$ cat src/rtl/dbg_loader_pkg.sv
// Shared definitions for dbg_loader: command opcodes, status codes and the
// FSM state encoding. The CSUM state only exists when DBG_LOADER_CHECKSUM_EN
// is defined.
package dbg_loader_pkg;

  // Command opcodes (first byte of every command)
  localparam logic [7:0] CMD_WR_IMEM = 8'h01;
  localparam logic [7:0] CMD_RD_REG  = 8'h02;
  localparam logic [7:0] CMD_RD_DMEM = 8'h03;
  localparam logic [7:0] CMD_RUN     = 8'h04;
  localparam logic [7:0] CMD_HALT    = 8'h05;

  // Status bytes
  localparam logic [7:0] ST_OK       = 8'hA5;
  localparam logic [7:0] ST_UNKNOWN  = 8'hEE;
  localparam logic [7:0] ST_RUNNING  = 8'hE1;
  localparam logic [7:0] ST_CSUM_ERR = 8'hE2;

  typedef enum logic [3:0] {
    S_IDLE,
    S_ARG,
    S_DATA,
    S_READ,
    S_CAPT,
    S_EXEC,
    S_RESP
`ifdef DBG_LOADER_CHECKSUM_EN
    , S_CSUM
`endif
  } state_t;

endpackage

$ cat src/rtl/dbg_loader_if.sv
// Byte-stream command/response channel between a host (master) and the
// dbg_loader (slave). Both directions use a valid/ready handshake.
interface dbg_loader_if;
  logic       in_valid;
  logic [7:0] in_data;
  logic       in_ready;
  logic       out_valid;
  logic [7:0] out_data;
  logic       out_ready;

  modport master (
    output in_valid, in_data, out_ready,
    input  in_ready, out_valid, out_data
  );

  modport slave (
    input  in_valid, in_data, out_ready,
    output in_ready, out_valid, out_data
  );
endinterface

$ cat src/rtl/dbg_loader.sv
// dbg_loader: byte-serial debug and program-load port for the RISC-V core.
// Writes IMEM words, reads register-file / DMEM words, and controls the core
// hold and PC-clear lines from a simple command stream.
// Optional feature: define DBG_LOADER_CHECKSUM_EN to append an XOR checksum
// byte to WR_IMEM (mismatch -> no write, status 0xE2).
module dbg_loader
  import dbg_loader_pkg::*;
#(
  parameter int ADDR_W = 8
) (
  input  logic              CLK,
  input  logic              RST_N,
  dbg_loader_if.slave       bus,
  output logic              imem_we,
  output logic [ADDR_W-1:0] imem_addr,
  output logic [31:0]       imem_wdata,
  output logic [4:0]        rf_raddr,
  input  logic [31:0]       rf_rdata,
  output logic [ADDR_W-1:0] dmem_raddr,
  input  logic [31:0]       dmem_rdata,
  output logic              core_hold,
  output logic              pc_clear
);

  state_t              r_state, w_state_next;
  logic [7:0]          r_cmd;
  logic [7:0]          r_status;
  logic [ADDR_W-1:0]   r_addr;
  logic [31:0]         r_shift;
  logic [1:0]          r_cnt;
  logic [1:0]          r_resp_cnt;
  logic                r_in_ready, r_out_valid;
  logic [7:0]          r_out_data;
  logic                r_imem_we;
  logic [ADDR_W-1:0]   r_imem_addr, r_dmem_raddr;
  logic [31:0]         r_imem_wdata;
  logic [4:0]          r_rf_raddr;
  logic                r_hold, r_pc_clear;
`ifdef DBG_LOADER_CHECKSUM_EN
  logic [7:0]          r_csum;
`endif

  logic        w_in_fire, w_out_fire, w_ready_next;
  logic [31:0] w_rd_word;

  assign w_in_fire  = bus.in_valid & r_in_ready;
  assign w_out_fire = r_out_valid & bus.out_ready;
  assign w_rd_word  = (r_cmd == CMD_RD_REG) ? rf_rdata : dmem_rdata;

  // in_ready is registered from the next state so it is low during reset
  // and rises on the first clock after RST_N deasserts.
  assign w_ready_next = (w_state_next == S_IDLE) || (w_state_next == S_ARG) ||
`ifdef DBG_LOADER_CHECKSUM_EN
                        (w_state_next == S_CSUM) ||
`endif
                        (w_state_next == S_DATA);

  // State register
  always_ff @(posedge CLK) begin
    // NOTE: sequential state always uses non-blocking (<=) assignments so every
    // register samples the pre-edge values of its sources.
    if (!RST_N) r_state <= S_IDLE;
    else        r_state <= w_state_next;
  end

  // Next-state decode
  always_comb begin
    // NOTE: default first so every path assigns w_state_next and no latch forms.
    w_state_next = r_state;
    case (r_state)
      S_IDLE: if (w_in_fire) begin
        case (bus.in_data)
          CMD_WR_IMEM, CMD_RD_REG, CMD_RD_DMEM: w_state_next = S_ARG;
          CMD_RUN, CMD_HALT:                    w_state_next = S_EXEC;
          default:                              w_state_next = S_RESP;
        endcase
      end
      S_ARG:  if (w_in_fire) w_state_next = (r_cmd == CMD_WR_IMEM) ? S_DATA : S_READ;
`ifdef DBG_LOADER_CHECKSUM_EN
      S_DATA: if (w_in_fire && r_cnt == 2'd3) w_state_next = S_CSUM;
      S_CSUM: if (w_in_fire) w_state_next = S_EXEC;
`else
      S_DATA: if (w_in_fire && r_cnt == 2'd3) w_state_next = S_EXEC;
`endif
      S_READ: w_state_next = S_CAPT;
      S_CAPT: w_state_next = S_RESP;
      S_EXEC: w_state_next = S_RESP;
      S_RESP: if (w_out_fire && r_resp_cnt == 2'd0) w_state_next = S_IDLE;
      default: w_state_next = S_IDLE;
    endcase
  end

  // Datapath: byte assembly, IMEM write, read capture, core control, response
  always_ff @(posedge CLK) begin
    if (!RST_N) begin
      r_cmd        <= '0;
      r_status     <= '0;
      r_addr       <= '0;
      r_shift      <= '0;
      r_cnt        <= '0;
      r_resp_cnt   <= '0;
      r_in_ready   <= 1'b0;
      r_out_valid  <= 1'b0;
      r_out_data   <= '0;
      r_imem_we    <= 1'b0;
      r_imem_addr  <= '0;
      r_imem_wdata <= '0;
      r_rf_raddr   <= '0;
      r_dmem_raddr <= '0;
      r_hold       <= 1'b1;
      r_pc_clear   <= 1'b0;
`ifdef DBG_LOADER_CHECKSUM_EN
      r_csum       <= '0;
`endif
    end else begin
      r_in_ready  <= w_ready_next;
      r_out_valid <= (w_state_next == S_RESP);
      r_imem_we   <= 1'b0;
      r_pc_clear  <= 1'b0;
      case (r_state)
        S_IDLE: if (w_in_fire) begin
          r_cmd    <= bus.in_data;
          r_status <= ST_OK;
          case (bus.in_data)
            CMD_WR_IMEM, CMD_RD_REG, CMD_RD_DMEM: ;
            CMD_RUN: begin
              r_hold     <= 1'b0;
              r_pc_clear <= 1'b1;
            end
            CMD_HALT: r_hold <= 1'b1;
            default: begin
              r_out_data <= ST_UNKNOWN;
              r_resp_cnt <= 2'd0;
            end
          endcase
        end
        S_ARG: if (w_in_fire) begin
          if (r_cmd == CMD_WR_IMEM) begin
            r_addr <= bus.in_data[ADDR_W-1:0];
            r_cnt  <= 2'd0;
`ifdef DBG_LOADER_CHECKSUM_EN
            r_csum <= 8'h00;
`endif
          end else if (r_cmd == CMD_RD_REG) begin
            r_rf_raddr <= bus.in_data[4:0];
          end else begin
            r_dmem_raddr <= bus.in_data[ADDR_W-1:0];
          end
        end
        S_DATA: if (w_in_fire) begin
          r_shift <= {bus.in_data, r_shift[31:8]};
          r_cnt   <= r_cnt + 2'd1;
`ifdef DBG_LOADER_CHECKSUM_EN
          r_csum  <= r_csum ^ bus.in_data;
`else
          if (r_cnt == 2'd3) begin
            // A running core never sees its IMEM modified.
            r_imem_we <= r_hold;
            r_status  <= r_hold ? ST_OK : ST_RUNNING;
            if (r_hold) begin
              r_imem_addr  <= r_addr;
              r_imem_wdata <= {bus.in_data, r_shift[31:8]};
            end
          end
`endif
        end
`ifdef DBG_LOADER_CHECKSUM_EN
        S_CSUM: if (w_in_fire) begin
          if (!r_hold) begin
            r_status <= ST_RUNNING;
          end else if (bus.in_data != r_csum) begin
            r_status <= ST_CSUM_ERR;
          end else begin
            r_imem_we    <= 1'b1;
            r_imem_addr  <= r_addr;
            r_imem_wdata <= r_shift;
            r_status     <= ST_OK;
          end
        end
`endif
        S_CAPT: begin
          r_out_data <= w_rd_word[7:0];
          r_shift    <= {8'h00, w_rd_word[31:8]};
          r_resp_cnt <= 2'd3;
        end
        S_EXEC: begin
          r_out_data <= r_status;
          r_resp_cnt <= 2'd0;
        end
        S_RESP: if (w_out_fire && r_resp_cnt != 2'd0) begin
          r_out_data <= r_shift[7:0];
          r_shift    <= {8'h00, r_shift[31:8]};
          r_resp_cnt <= r_resp_cnt - 2'd1;
        end
        default: ;
      endcase
    end
  end

  assign bus.in_ready  = r_in_ready;
  assign bus.out_valid = r_out_valid;
  assign bus.out_data  = r_out_data;
  assign imem_we       = r_imem_we;
  assign imem_addr     = r_imem_addr;
  assign imem_wdata    = r_imem_wdata;
  assign rf_raddr      = r_rf_raddr;
  assign dmem_raddr    = r_dmem_raddr;
  assign core_hold     = r_hold;
  assign pc_clear      = r_pc_clear;

endmodule

$ cat src/flat_wrapper.sv
// flat-port wrapper written by rule: the top's interface ports become plain ports
module dbg_loader_flat import dbg_loader_pkg::*;
#(
  parameter int ADDR_W = 8
)
  (CLK, RST_N, imem_we, imem_addr, imem_wdata, rf_raddr, rf_rdata, dmem_raddr, dmem_rdata, core_hold, pc_clear, bus_in_valid, bus_in_data, bus_out_ready, bus_in_ready, bus_out_valid, bus_out_data);
  dbg_loader_if bus_i ();
  input  logic CLK;
  input  logic RST_N;
  output logic imem_we;
  output logic [ADDR_W-1:0] imem_addr;
  output logic [31:0] imem_wdata;
  output logic [4:0] rf_raddr;
  input  logic [31:0] rf_rdata;
  output logic [ADDR_W-1:0] dmem_raddr;
  input  logic [31:0] dmem_rdata;
  output logic core_hold;
  output logic pc_clear;
  input wire logic [$bits(bus_i.in_valid)-1:0] bus_in_valid;
  input wire logic [$bits(bus_i.in_data)-1:0] bus_in_data;
  input wire logic [$bits(bus_i.out_ready)-1:0] bus_out_ready;
  output wire logic [$bits(bus_i.in_ready)-1:0] bus_in_ready;
  output wire logic [$bits(bus_i.out_valid)-1:0] bus_out_valid;
  output wire logic [$bits(bus_i.out_data)-1:0] bus_out_data;
  assign bus_i.in_valid = bus_in_valid;
  assign bus_i.in_data = bus_in_data;
  assign bus_i.out_ready = bus_out_ready;
  assign bus_in_ready = bus_i.in_ready;
  assign bus_out_valid = bus_i.out_valid;
  assign bus_out_data = bus_i.out_data;
  dbg_loader #(.ADDR_W(ADDR_W)) u_core (.CLK(CLK), .RST_N(RST_N), .bus(bus_i), .imem_we(imem_we), .imem_addr(imem_addr), .imem_wdata(imem_wdata), .rf_raddr(rf_raddr), .rf_rdata(rf_rdata), .dmem_raddr(dmem_raddr), .dmem_rdata(dmem_rdata), .core_hold(core_hold), .pc_clear(pc_clear));
endmodule
$ cat config.mk
export PLATFORM = sky130hd
export DESIGN_NAME = dbg_loader_flat
export DESIGN_NICKNAME = d
export VERILOG_FILES = /design/src/rtl/dbg_loader_pkg.sv /design/src/rtl/dbg_loader_if.sv /design/src/rtl/dbg_loader.sv /design/src/flat_wrapper.sv
export SDC_FILE = /design/constraint.sdc
export NUM_CORES = 1
export LEC_CHECK = 0
export BUFFER_PORTS_ARGS = -buffer_cell sky130_fd_sc_hd__buf_2
export CAP_MARGIN = 20
export CELL_PAD_IN_SITES_DETAIL_PLACEMENT = 0
export CELL_PAD_IN_SITES_GLOBAL_PLACEMENT = 1
export CORE_ASPECT_RATIO = 2
export CORE_MARGIN = 5
export CORE_UTILIZATION = 42
export DETAILED_ROUTE_END_ITERATION = 10
export PLACE_DENSITY_LB_ADDON = 0.3
export SYNTH_ARGS = -nofsm -noshare
export SYNTH_HDL_FRONTEND = slang
export SYNTH_SLANG_ARGS = --single-unit
$ cat constraint.sdc
create_clock -name CLK -period 3.1 [get_ports CLK]
set_clock_uncertainty 0.05 [all_clocks]
set_input_delay 0.155 -clock CLK [delete_from_list [all_inputs] [get_ports CLK]]
set_output_delay 0.155 -clock CLK [all_outputs]
set_load 0.02 [all_outputs]
== Yosys cells after proc, flatten, opt, wreduce, memory -nomap -nowiden ==
Cells that the tools add are included.
Word-level totals
  word-level logic and storage cells: 107
  input port bits: 76
  register bits after elaboration: 130
  output and inout bits: 66
Cells by class
  muxes and demuxes: 30
  $add $sub $neg: 2
  reduce and logical (&&, ||, !) cells: 30
  equal/unequal tests: 24
  bitwise operators: 4
Operators with widths (number)
  32-bit two-way mux: 3
  32-bit case mux with 3 select lines: 1
  8-bit two-way mux: 6
  8-bit case mux with 4 select lines: 1
  4-bit AND reduction: 7
  8-bit by 2-bit equality test with 1-bit output (second input constant): 3
  4-bit case mux with 6 select lines: 1
  4-bit by 3-bit equality test with 1-bit output (second input constant): 4
  8-bit by 1-bit equality test with 1-bit output (second input constant): 2
  8-bit by 3-bit equality test with 1-bit output (second input constant): 2
  4-bit two-way mux: 4
  8-bit case mux with 2 select lines: 1
  4-bit by 2-bit equality test with 1-bit output (second input constant): 3
  2-bit two-way mux: 6
  2-bit by 1-bit != test with 1-bit output (second input constant): 6
  3-bit AND reduction: 4
  4-bit by 1-bit equality test with 1-bit output (second input constant): 2
  4-bit logical NOT: 2
  2-bit case mux with 4 select lines: 1
  2-bit nonzero test: 4
  7-bit two-way mux: 1
  3-bit case mux with 2 select lines: 1
  5-bit OR reduction: 1
  2-bit case mux with 2 select lines: 1
  other kinds (16): 23

== Longest topological paths before layout ==
Gate-level depths: netlist of run 1.
  depth after elaboration: 8
  mapped depth: 8

== Least setup slack after synthesis of run 1 ==
OpenSTA, ideal clock, no wires.
  path type: flip-flop to flip-flop
  start: register u_core.r_resp_cnt[0]
  end: register u_core.r_out_data[3], in the netlist u_core.bus.out_data[3]
  arrival time: 1836 ps
  cell stages (with the launch flop): 7
  slack: 1092 ps
  cells stage by stage: dfxtp_1 > inv_1 > ha_1 > nand3b_1 > a211oi_1 > a21oi_2 > o311a_1
On the way
  longest elaborated chain between the ends: 4
RTL lines
  start, declared: line dbg_loader.sv:31  | logic [1:0] r_resp_cnt;
  start signal, assigned: line dbg_loader.sv:193  | r_resp_cnt <= r_resp_cnt - 2'd1;
  2-bit nonzero test: line dbg_loader.sv:190  | S_RESP: if (w_out_fire && r_resp_cnt != 2'd0) begin
  1-bit logical AND: line dbg_loader.sv:190
  2-bit by 1-bit != test with 1-bit output (no line)
  4-bit AND reduction (no line)
  end signal, assigned: line dbg_loader.sv:182  | r_out_data <= w_rd_word[7:0];
  end signal, assigned: line dbg_loader.sv:187  | r_out_data <= r_status;
  end signal, assigned: line dbg_loader.sv:191  | r_out_data <= r_shift[7:0];
  end, declared: line dbg_loader.sv:33  | logic [7:0] r_out_data;
No other way between the ends.
A chain may end at the register's enable or synchronous reset.

== Final worst setup path of run 1 ==
  start: register u_core.r_state[0]
  end: register u_core.r_out_data[3], in the netlist u_core.bus.out_data[3]
On the way
  longest elaborated chain between the ends: 3
RTL lines
  start, declared: line dbg_loader.sv:25  | state_t r_state, w_state_next;
  start signal, assigned: line dbg_loader.sv:63  | else r_state <= w_state_next;
  4-bit by 3-bit equality test with 1-bit output or 4-bit logical NOT (tied branches): line dbg_loader.sv:120  | case (r_state)
  2-bit by 1-bit != test with 1-bit output (no line) (tied with other cells)
  4-bit AND reduction (no line)
Several ways; a longest one is shown, not always the timed one.

==> qor.txt, run 1 <==
Net Count, Synth: 753
Fin nets: 872
PostCTS Resize Cnt: 0
Final worst path period share: 81.5%
Crit path capture type: register
Worst Path Required: 3340 ps
Synthesis warning total: 0
Syn Inst Count: 675
Final total power: 3.91 mW
Share of cells above drive strength 1: 24.8%
Peak VDD IR: 0.565 mV
Vias: 5412
CTS max path bufs: 2
Area share of the leading cell type in the synthesized netlist: 45.2%
First-pass GRT wire length: 28.5 mm
Min cycle time layout: 2530 ps
R2r endpoint: u_core.bus.out_data[3]
Leakage: 2.78 nW
Min-Delay Path Class: in -> reg
Top cells by area, synth: dfxtp_1 (45%), nand2_1 (7.5%), a21oi_1 (6.8%)
Die ar.: 15700 um^2
Critical path type: reg -> reg
Antenna violations before repair: 0
Largest net degree at the start of global routing: 41
Final Hold Viols: 0
Num CTS Buffers: 17
Initial drt markers: 275
Post-route antenna net violation count: 0
Routability-driven placement congestion ratio: 0.821
Post-synth top area cell: dfxtp_1
CTS tree: built
Critical-path maximum fanout: 24
RSZ-0062 raised after global routing: false
Tightest Pin Transition: 1060 ps
Grt ovf: 0
Ys async rst share: 0%
Pre-Repair DR Iteration Count: 4
Slew margin rel.: 28.9%
Worst-skew pair later-pin latency: 410 ps
Synth Cell Area: 5530 um^2
CP startpoint kind: register
Commonest non-fill, non-tap cell in the layout: buf_2
Most used DFF post-synth: dfxtp_1
Most frequent cells in the layout: buf_2 (141), dfxtp_1 (125), nand2_1 (111), a21oi_1 (75), nor2_1 (53)
Max frequency: 396 MHz
Setup Viol. Count Final: 0
Hold slack: 27.1 ps
R2r setup slk: 570 ps
Layout area overhead: 25.6%
Post-detail-place hpwl: 13.0 mm
Ports: 142
Pwr dens: 563 nW/um^2
HP Start: bus_in_data[5]
Seq/Total Area, Yosys: 45.2%
#FFs+latches synth: 125
Clk sinks: 125
Clock transition at the registers of the reported paths: 50 ps
Row count: 59
Hold_buf cts: 0
Worst r2r src: u_core.r_state[0]
Vert. Die Dim: 172 um
H-tree levels: 4
Overall Global Routing Usage: 22.7%
Syn_area_per_cell: 8.20 um^2
Launch point of the worst path: u_core.r_state[0]
Crit path DAT: 2770 ps
Status: complete, no violations
Fin. max-slew vios: 0
WL final: 18.0 mm
CTS root buf: clkbuf_16
IO buf count: 141
End point of the critical path: u_core.bus.out_data[3]
Antenna Cells: 0
Post-synth EDFFs: 0
Initial core utilization: 42.6%
Cell variety after synth: 54
Via density: 5.64
Max_cap viols: 0
DRC violations left: 0
Core ar.: 13000 um^2
Post CTS Setup Buffer Count: 0
Die X: 91.2 um
Depth of the most critical reg-to-reg path: 4
Vias in the first global route: 5456
Setup TNS: 0 ps
WL per Instance: 18.8 um
## flip-flops by register name, indices dropped and copies added (netlist names), 5 cells and up
signal	cells
u_core.bus.out_data	8
u_core.dmem_raddr	8
u_core.rf_raddr	5
u_core.imem_addr	8
u_core.r_shift	32
u_core.imem_wdata	32
u_core.r_addr	8
u_core.r_cmd	8
## synthesized netlist by cell type, drive strengths merged, types with 2 or more instances
library cell and instances:
o32ai 24, a21o 4, nor3 3, nor2b 2
and3 27, nand2b 3, nand3 29, clkbuf 43
a2111o 2, ha 2, or3 2, nand3b 5
nor4 3, nand4 3, o311a 2, nand2 111
or4b 2, o211a 2, nor2 54, inv 27
o22ai 2, and4 3, mux2i 16, nor4bb 2
o211ai 6, nand4b 2, a311oi 6, buf 13
and2 3, o21ai 19, nor4b 3, or4 2
a21oi 76, dfxtp 125, a211oi 37
## cell type report
class / instances / area [um^2]
fillers: 1264 / 6040
inverters: 27 / 101
multi-input cells: 467 / 2730
clock buffers: 22 / 474
repair buffers: 156 / 818
clock inverters: 10 / 138
well taps: 152 / 190
flip-flops and latches: 125 / 2500
## power by group
part	internal [mW]	total, mW	switching [mW]
registers	1.62	1.64	0.0191
clock network	1.33	2.02	0.698
logic	0.0882	0.245	0.157
## cell families after synthesis
family | synth area share [%]
adders and majority gates | 0.452
other | 0.0678
DFF | 45.2
buffers and inverters | 6.08
muxes | 2.89
AOI/OAI and AO/OA | 22.2
xor gates and xnor gates | 0.158
and+or+nand+nor | 22.9
## metal layers
layer / global-route usage [%] / wire length [um]
met5: 0 / 0
met4: 10.9 / 646
met3: 5.44 / 1150
met2: 41.7 / 9570
met1: 24.1 / 6630
## worst min-delay path by stage
| stage | cells past startpoint | slack, ps | endpoint |
|---|---|---|---|
| floorplan | 2 | 240 | u_core.r_cmd[3] |
| global placement | 2 | 390 | u_core.imem_wdata[5] |
| detailed placement | 2 | 400 | u_core.imem_wdata[1] |
| CTS | 3 | 7 | u_core.imem_wdata[30] |
| global route | 3 | 30 | u_core.imem_wdata[30] |
| finish | 3 | 30 | u_core.imem_wdata[29] |
## through the flow
stage               setup slack [ps]  util, %  cells  cell area, um^2
finish                           574     53.5    959             6950
global placement                 707     48.8    927             6340
global route                     297     53.5    959             6950
CTS                              575     53.5    959             6950
floorplan                       1090        -    675             5530
detailed placement               587     48.8    927             6340
## critical path, stage by stage (launching register included)
cell and delay, ps:
dfxtp_1 790, nor4bb_1 170, a211oi_1 920, a21oi_2 140, o311a_1 340
No activity file was read; power rests on OpenSTA's default activity.
==> inputs of run 2 (changes only) <==
- CORE_UTILIZATION: 42 -> 35
- clock period: 3.1 -> 2.3 ns (I/O delays scaled with it)
==> run 2 against run 1 <==
Design area is 3.4% higher. Combinational power grew 44%. Sequential share of layout area is 1.2 points lower. First-iteration DRC count down 27%. Routed wire length grew 4.5%. Count of clock-buffer cells in the layout is the same. Clock power increased by 36%. Critical path type is now in -> reg. Critical endpoint is now u_core.bus.out_data[2]. Largest power group unchanged. Highest routed layer unchanged.
==> qor.txt, run 2 (synthesized netlist as in run 1, its figures left out) <==
Most frequent cells in the layout: buf_2 (141), dfxtp_1 (125), nand2_1 (111), a21oi_1 (75), nor2_1 (53)
RSZ-0062 raised after global routing: false
Largest stage delay, worst path: 580 ps
CTS max path bufs: 2
Antenna Cells: 0
Ports: 142
Antenna violations before repair: 0
Clk sinks: 125
Post-route antenna net violation count: 0
Vert. Die Dim: 188 um
First-pass GRT wire length: 29.7 mm
H-tree levels: 4
Critical path's slowest cell: a2111o_2
Leakage: 2.87 nW
Placed cells: 991
HP Start: dmem_rdata[18]
WL final: 18.8 mm
Worst-skew pair later-pin latency: 420 ps
Max frequency: 459 MHz
Crit path DAT: 2450 ps
Vias in the first global route: 5610
CTS tree: built
Die ar.: 18600 um^2
Tightest Pin Transition: 807 ps
Num CTS Buffers: 17
CP startpoint kind: input port
Setup Viol. Count Final: 0
Worst r2r src: u_core.r_resp_cnt[0]
Post-detail-place hpwl: 13.9 mm
Peak VDD IR: 0.559 mV
Commonest non-fill, non-tap cell in the layout: buf_2
Largest net degree at the start of global routing: 96
Launch point of the worst path: bus_in_data[5]
CTS root buf: clkbuf_16
Fin. max-slew vios: 0
Crit-path cells: dlygate4sd3_1, buf_2, or4_4, a2111o_2, a21o_4, a211oi_1
Core ar.: 15700 um^2
Min-Delay Path Class: in -> reg
Routability-driven placement congestion ratio: 0.854
Max_cap viols: 0
Grt ovf: 0
Crit path capture type: register
Critical-path maximum fanout: 9
Pre-Repair DR Iteration Count: 5
WL per Instance: 18.3 um
Final Hold Viols: 0
Layout area overhead: 29.9%
Post-layout util: 45.8%
Final std cells w/o fill: 1026
IO buf count: 141
Setup TNS: 0 ps
Final worst path period share: 94.8%
Hold slack: 24.8 ps
Row count: 65
Overall Global Routing Usage: 20.2%
DRC violations left: 0
R2r setup slk: 180 ps
Die X: 98.9 um
Vias: 5449
Clock transition at the registers of the reported paths: 50 ps
Slew margin rel.: 46.2%
Via density: 5.31
Pwr dens: 739 nW/um^2
Initial drt markers: 202
Initial core utilization: 35.2%
Status: complete, no violations
Final total power: 5.31 mW
Worst Path Required: 2570 ps
Fin nets: 890
Share of cells above drive strength 1: 26.1%
Min cycle time layout: 2180 ps
Critical path type: in -> reg
run 2: cell count changes in the layout (fill, tap and decap cells not counted), moves of 2 or more:
| cell | previous run | this run |
|---|---|---|
| clkinvlp_4 | 2 | 4 |
| dlygate4sd3_1 | 0 | 3 |
| buf_12 | 0 | 3 |
| buf_4 | 15 | 27 |
run 2: critical path: cells and delay by family:
family / cells / cell delay, ps
and+or+nand+nor: 1 / 530
buffers and inverters: 2 / 720
AOI/OAI and AO/OA: 3 / 1080
run 2: worst paths after layout:
kind                                                to  depth (start not counted)
worst max-delay path            u_core.bus.out_data[2]                          6
worst min-delay path                u_core.r_shift[10]                          3
worst max register to register       u_core.r_shift[5]                          6
worst min register to register    u_core.imem_wdata[6]                          2
run 2: report_power, final:
part,internal (mW),switching (mW),total [mW]
registers,2.19,0.0213,2.21
logic,0.136,0.216,0.352
clock network,1.76,0.989,2.75
total,4.08,1.23,5.31
run 2: cell type report:
| class | count | area [um^2] |
|---|---|---|
| multi-input combinational | 467 | 2730 |
| sequential | 125 | 2500 |
| timing repair buffer | 174 | 998 |
| clock inverter | 10 | 139 |
| tap | 201 | 251 |
| fill | 1603 | 8510 |
| inverter | 27 | 101 |
| clock buffer | 22 | 464 |
run 2: per-stage QoR:
step / setup WS [ps] / cell area [um^2]
CTS: 117 / 7180
global placement: 277 / 6550
detailed placement: 213 / 6550
global route: 14.3 / 7190
floorplan: 292 / 5530
finish: 120 / 7190
run 2: timing repair:
action                                  CTS  global route
gates resized for setup                   0             1
buffers inserted                          0             0
endpoints found under the setup margin    0             1
hold buffers                              3             0
hold endpoints to repair                  9             0
run 2: metal layers:
| layer | GRT usage, % | share of wire [%] | vias to the layer above |
|---|---|---|---|
| met5 | 0 | 0 | - |
| met4 | 8.36 | 3.0 | 0 |
| met3 | 3.98 | 4.6 | 43 |
| met2 | 38.9 | 56 | 153 |
| met1 | 20.6 | 36 | 2579 |
| li1 | - | - | 2674 |
==> inputs of run 3 (changes only) <==
- ABC_AREA: default -> 1
- CORE_UTILIZATION: 35 -> 34
==> run 3 against run 2 <==
Die area rose by 0.74%. Via count fell by 2.2%. Combinational power rose by 40%. Design area fell by 0.82%. Non-clock buffer count rose by 5. Utilization fell by 0.37 points. Highest routed layer unchanged.
==> qor.txt, run 3 <==
Max_cap viols: 0
Cell variety after synth: 30
Fin nets: 976
Tightest Pin Transition: 842 ps
Layout area overhead: 31.5%
Final worst path period share: 83.9%
Synth Cell Area: 5420 um^2
WL per Instance: 15.7 um
CP Buf/Inv Count: 3
Combinational group share of total power: 8.7%
#FFs+latches synth: 125
Die X: 99.3 um
Crit-path cells: inv_2, nand2_1, inv_2, nand2_2, nor2_4, inv_2, a21oi_1, a21oi_1
Share of cells above drive strength 1: 24.1%
Critical path's slowest cell: inv_2
Fin. max-slew vios: 0
H-tree levels: 4
Grt ovf: 0
Setup TNS: 0 ps
Sw frac: 25.1%
Peak VDD IR: 0.543 mV
Critical path type: reg -> reg
CP dominant cell by count: inv_2
Clock transition at the registers of the reported paths: 60 ps
Routability-driven placement congestion ratio: 0.807
Post-synthesis xor/xnor area fraction: 0%
Via density: 4.79
Hold Crit Depth: 3
Hold slack: 3.29 ps
Antenna Cells: 0
Leakage: 3.24 nW
Post-synthesis mux area share: 0%
Most frequent cells in the layout: nor2_1 (148), buf_2 (141), o21ai_0 (126), dfxtp_1 (125), a21oi_1 (107)
Vert. Die Dim: 189 um
Depth of the most critical reg-to-reg path: 8
Final std cells w/o fill: 1112
Commonest non-fill, non-tap cell in the layout: nor2_1
Slew margin rel.: 43.8%
Area share of the leading cell type in the synthesized netlist: 46.2%
Seq/Total Area, Yosys: 46.2%
Top cells by area, synth: dfxtp_1 (46%), o21ai_0 (12%), nor2_1 (10%)
Vias: 5330
RSZ-0062 raised after global routing: false
Max frequency: 518 MHz
Clk sinks: 125
Post CTS Setup Buffer Count: 0
Overall Global Routing Usage: 18.6%
Ports: 142
CTS tree: built
Net Count, Synth: 822
Min-Delay Path Class: in -> reg
Num CTS Buffers: 17
Initial drt markers: 172
Initial core utilization: 34.5%
Worst-skew pair later-pin latency: 420 ps
P_int: 4.26 mW
Crit path capture type: register
Placed cells: 1054
Worst Hold End: u_core.r_shift[21]
Largest stage delay, worst path: 640 ps
DRC violations left: 0
Antenna violations before repair: 0
Synth Area in Compound Gates: 22.6%
Post-synth top area cell: dfxtp_1
Pwr dens: 797 nW/um^2
Largest net degree at the start of global routing: 80
Ys async rst share: 0%
Syn Inst Count: 744
Hold_buf cts: 26
WL final: 17.5 mm
Synthesis warning total: 0
Worst r2r src: u_core.r_state[3]
Worst Path Required: 2590 ps
Post-synth EDFFs: 0
Core ar.: 15700 um^2
Most used DFF post-synth: dfxtp_1
CP startpoint kind: register
Largest family of logic cells by synthesized area: compound AO/OA/AOI/OAI gates
Critical-path maximum fanout: 48
HP Start: dmem_rdata[29]
Adder-cell share of the synthesized area: 0.462%
Post-synth top cells: nor2_1 (148), o21ai_0 (126), dfxtp_1 (125), a21oi_1 (107), nand2_1 (79)
R2r endpoint: u_core.r_shift[7]
Post-layout util: 45.4%
CTS root buf: clkbuf_16
Min cycle time layout: 1930 ps
Crit path DAT: 2220 ps
Row count: 65
Sequential Power Share: 40.0%
Syn_area_per_cell: 7.28 um^2
Clock share of power: 51.3%
First-pass GRT wire length: 27.2 mm
IO buf count: 141
Net Sw Power: 1.42 mW
Family with the most delay on the worst path: buffers and inverters
Most common cell in the synthesized netlist: nor2_1
Die ar.: 18700 um^2
Status: complete, no violations
Vias in the first global route: 5300
R2r setup slk: 370 ps
Post-detail-place hpwl: 12.5 mm
Post-synthesis simple-gate area fraction: 22.4%
Pre-Repair DR Iteration Count: 4
Setup Viol. Count Final: 0
Post-route antenna net violation count: 0
PostCTS Resize Cnt: 0
CTS max path bufs: 2
Final Hold Viols: 0
==> run 3: cell count changes in the layout (fill, tap and decap cells not counted), moves of 23 or more <==
cell | previous run | this run
a211oi_1 | 37 | 0
a21oi_1 | 75 | 107
and3_1 | 27 | 0
dlygate4sd3_1 | 3 | 26
nand2_1 | 111 | 79
nor2_1 | 53 | 148
o21ai_0 | 19 | 126
o32ai_1 | 24 | 0
==> run 3: worst max-delay path by stage <==
stage	slack [ps]	endpoint	cells after the start	startpoint
floorplan	770	u_core.imem_addr[0]	10	u_core.bus.in_ready
global placement	340	u_core.r_shift[3]	9	u_core.r_state[3]
detailed placement	370	u_core.r_shift[6]	9	u_core.r_state[3]
CTS	350	u_core.r_shift[7]	8	u_core.r_state[3]
global route	140	u_core.r_shift[7]	8	u_core.r_state[3]
finish	370	u_core.r_shift[7]	8	u_core.r_state[3]
==> run 3: tightest hold or removal path, cell delays in order <==
cell	delay, ps
buf_2	80
o21ai_0	110
a21oi_1	130
==> run 3: metal layers <==
metal | part of all wire, % | GRT usage [%] | wire length [um] | vias to the layer above
li1 | - | - | - | 2756
met1 | 38 | 19.7 | 6670 | 2403
met2 | 55 | 34.6 | 9540 | 137
met3 | 3.9 | 3.26 | 680 | 34
met4 | 3.3 | 9.05 | 575 | 0
met5 | 0 | 0 | 0 | -
==> run 3: cell families after synthesis <==
kind of cell             count (synthesis)
AO/OA/AOI/OAI                          242
adder cells (fa/ha/maj)                  2
buffers and inverters                   95
flip-flops                             125
other                                    1
AND/OR/NAND/NOR                        279
==> run 3: stage by stage <==
step | setup slack, ps | power (mW) | area (um^2)
finish | 371 | 5.68 | 7130
global route | 136 | 5.91 | 7130
CTS | 352 | 5.74 | 7130
detailed placement | 372 | 2.78 | 6230
global placement | 341 | 2.78 | 6230
floorplan | 774 | 2.61 | 5420
==> run 3: layout make-up <==
| class | instances | area, um^2 |
|---|---|---|
| Fill cell | 1655 | 8570 |
| Sequential cell | 125 | 2500 |
| Multi-Input combinational cell | 524 | 2460 |
| Timing Repair Buffer | 179 | 1080 |
| Clock buffer | 18 | 429 |
| Tap cell | 201 | 251 |
| Clock inverter | 14 | 208 |
| Inverter | 51 | 193 |
==> run 3: power groups by stage <==
stage	combinational (mW)	clock [mW]	sequential (mW)
2_1_floorplan	0.286	0	2.32
3_3_place_gp	0.463	0	2.32
3_5_place_dp	0.462	0	2.32
4_1_cts	0.500	2.96	2.27
5_1_grt	0.559	3.07	2.28
6_report	0.493	2.92	2.27
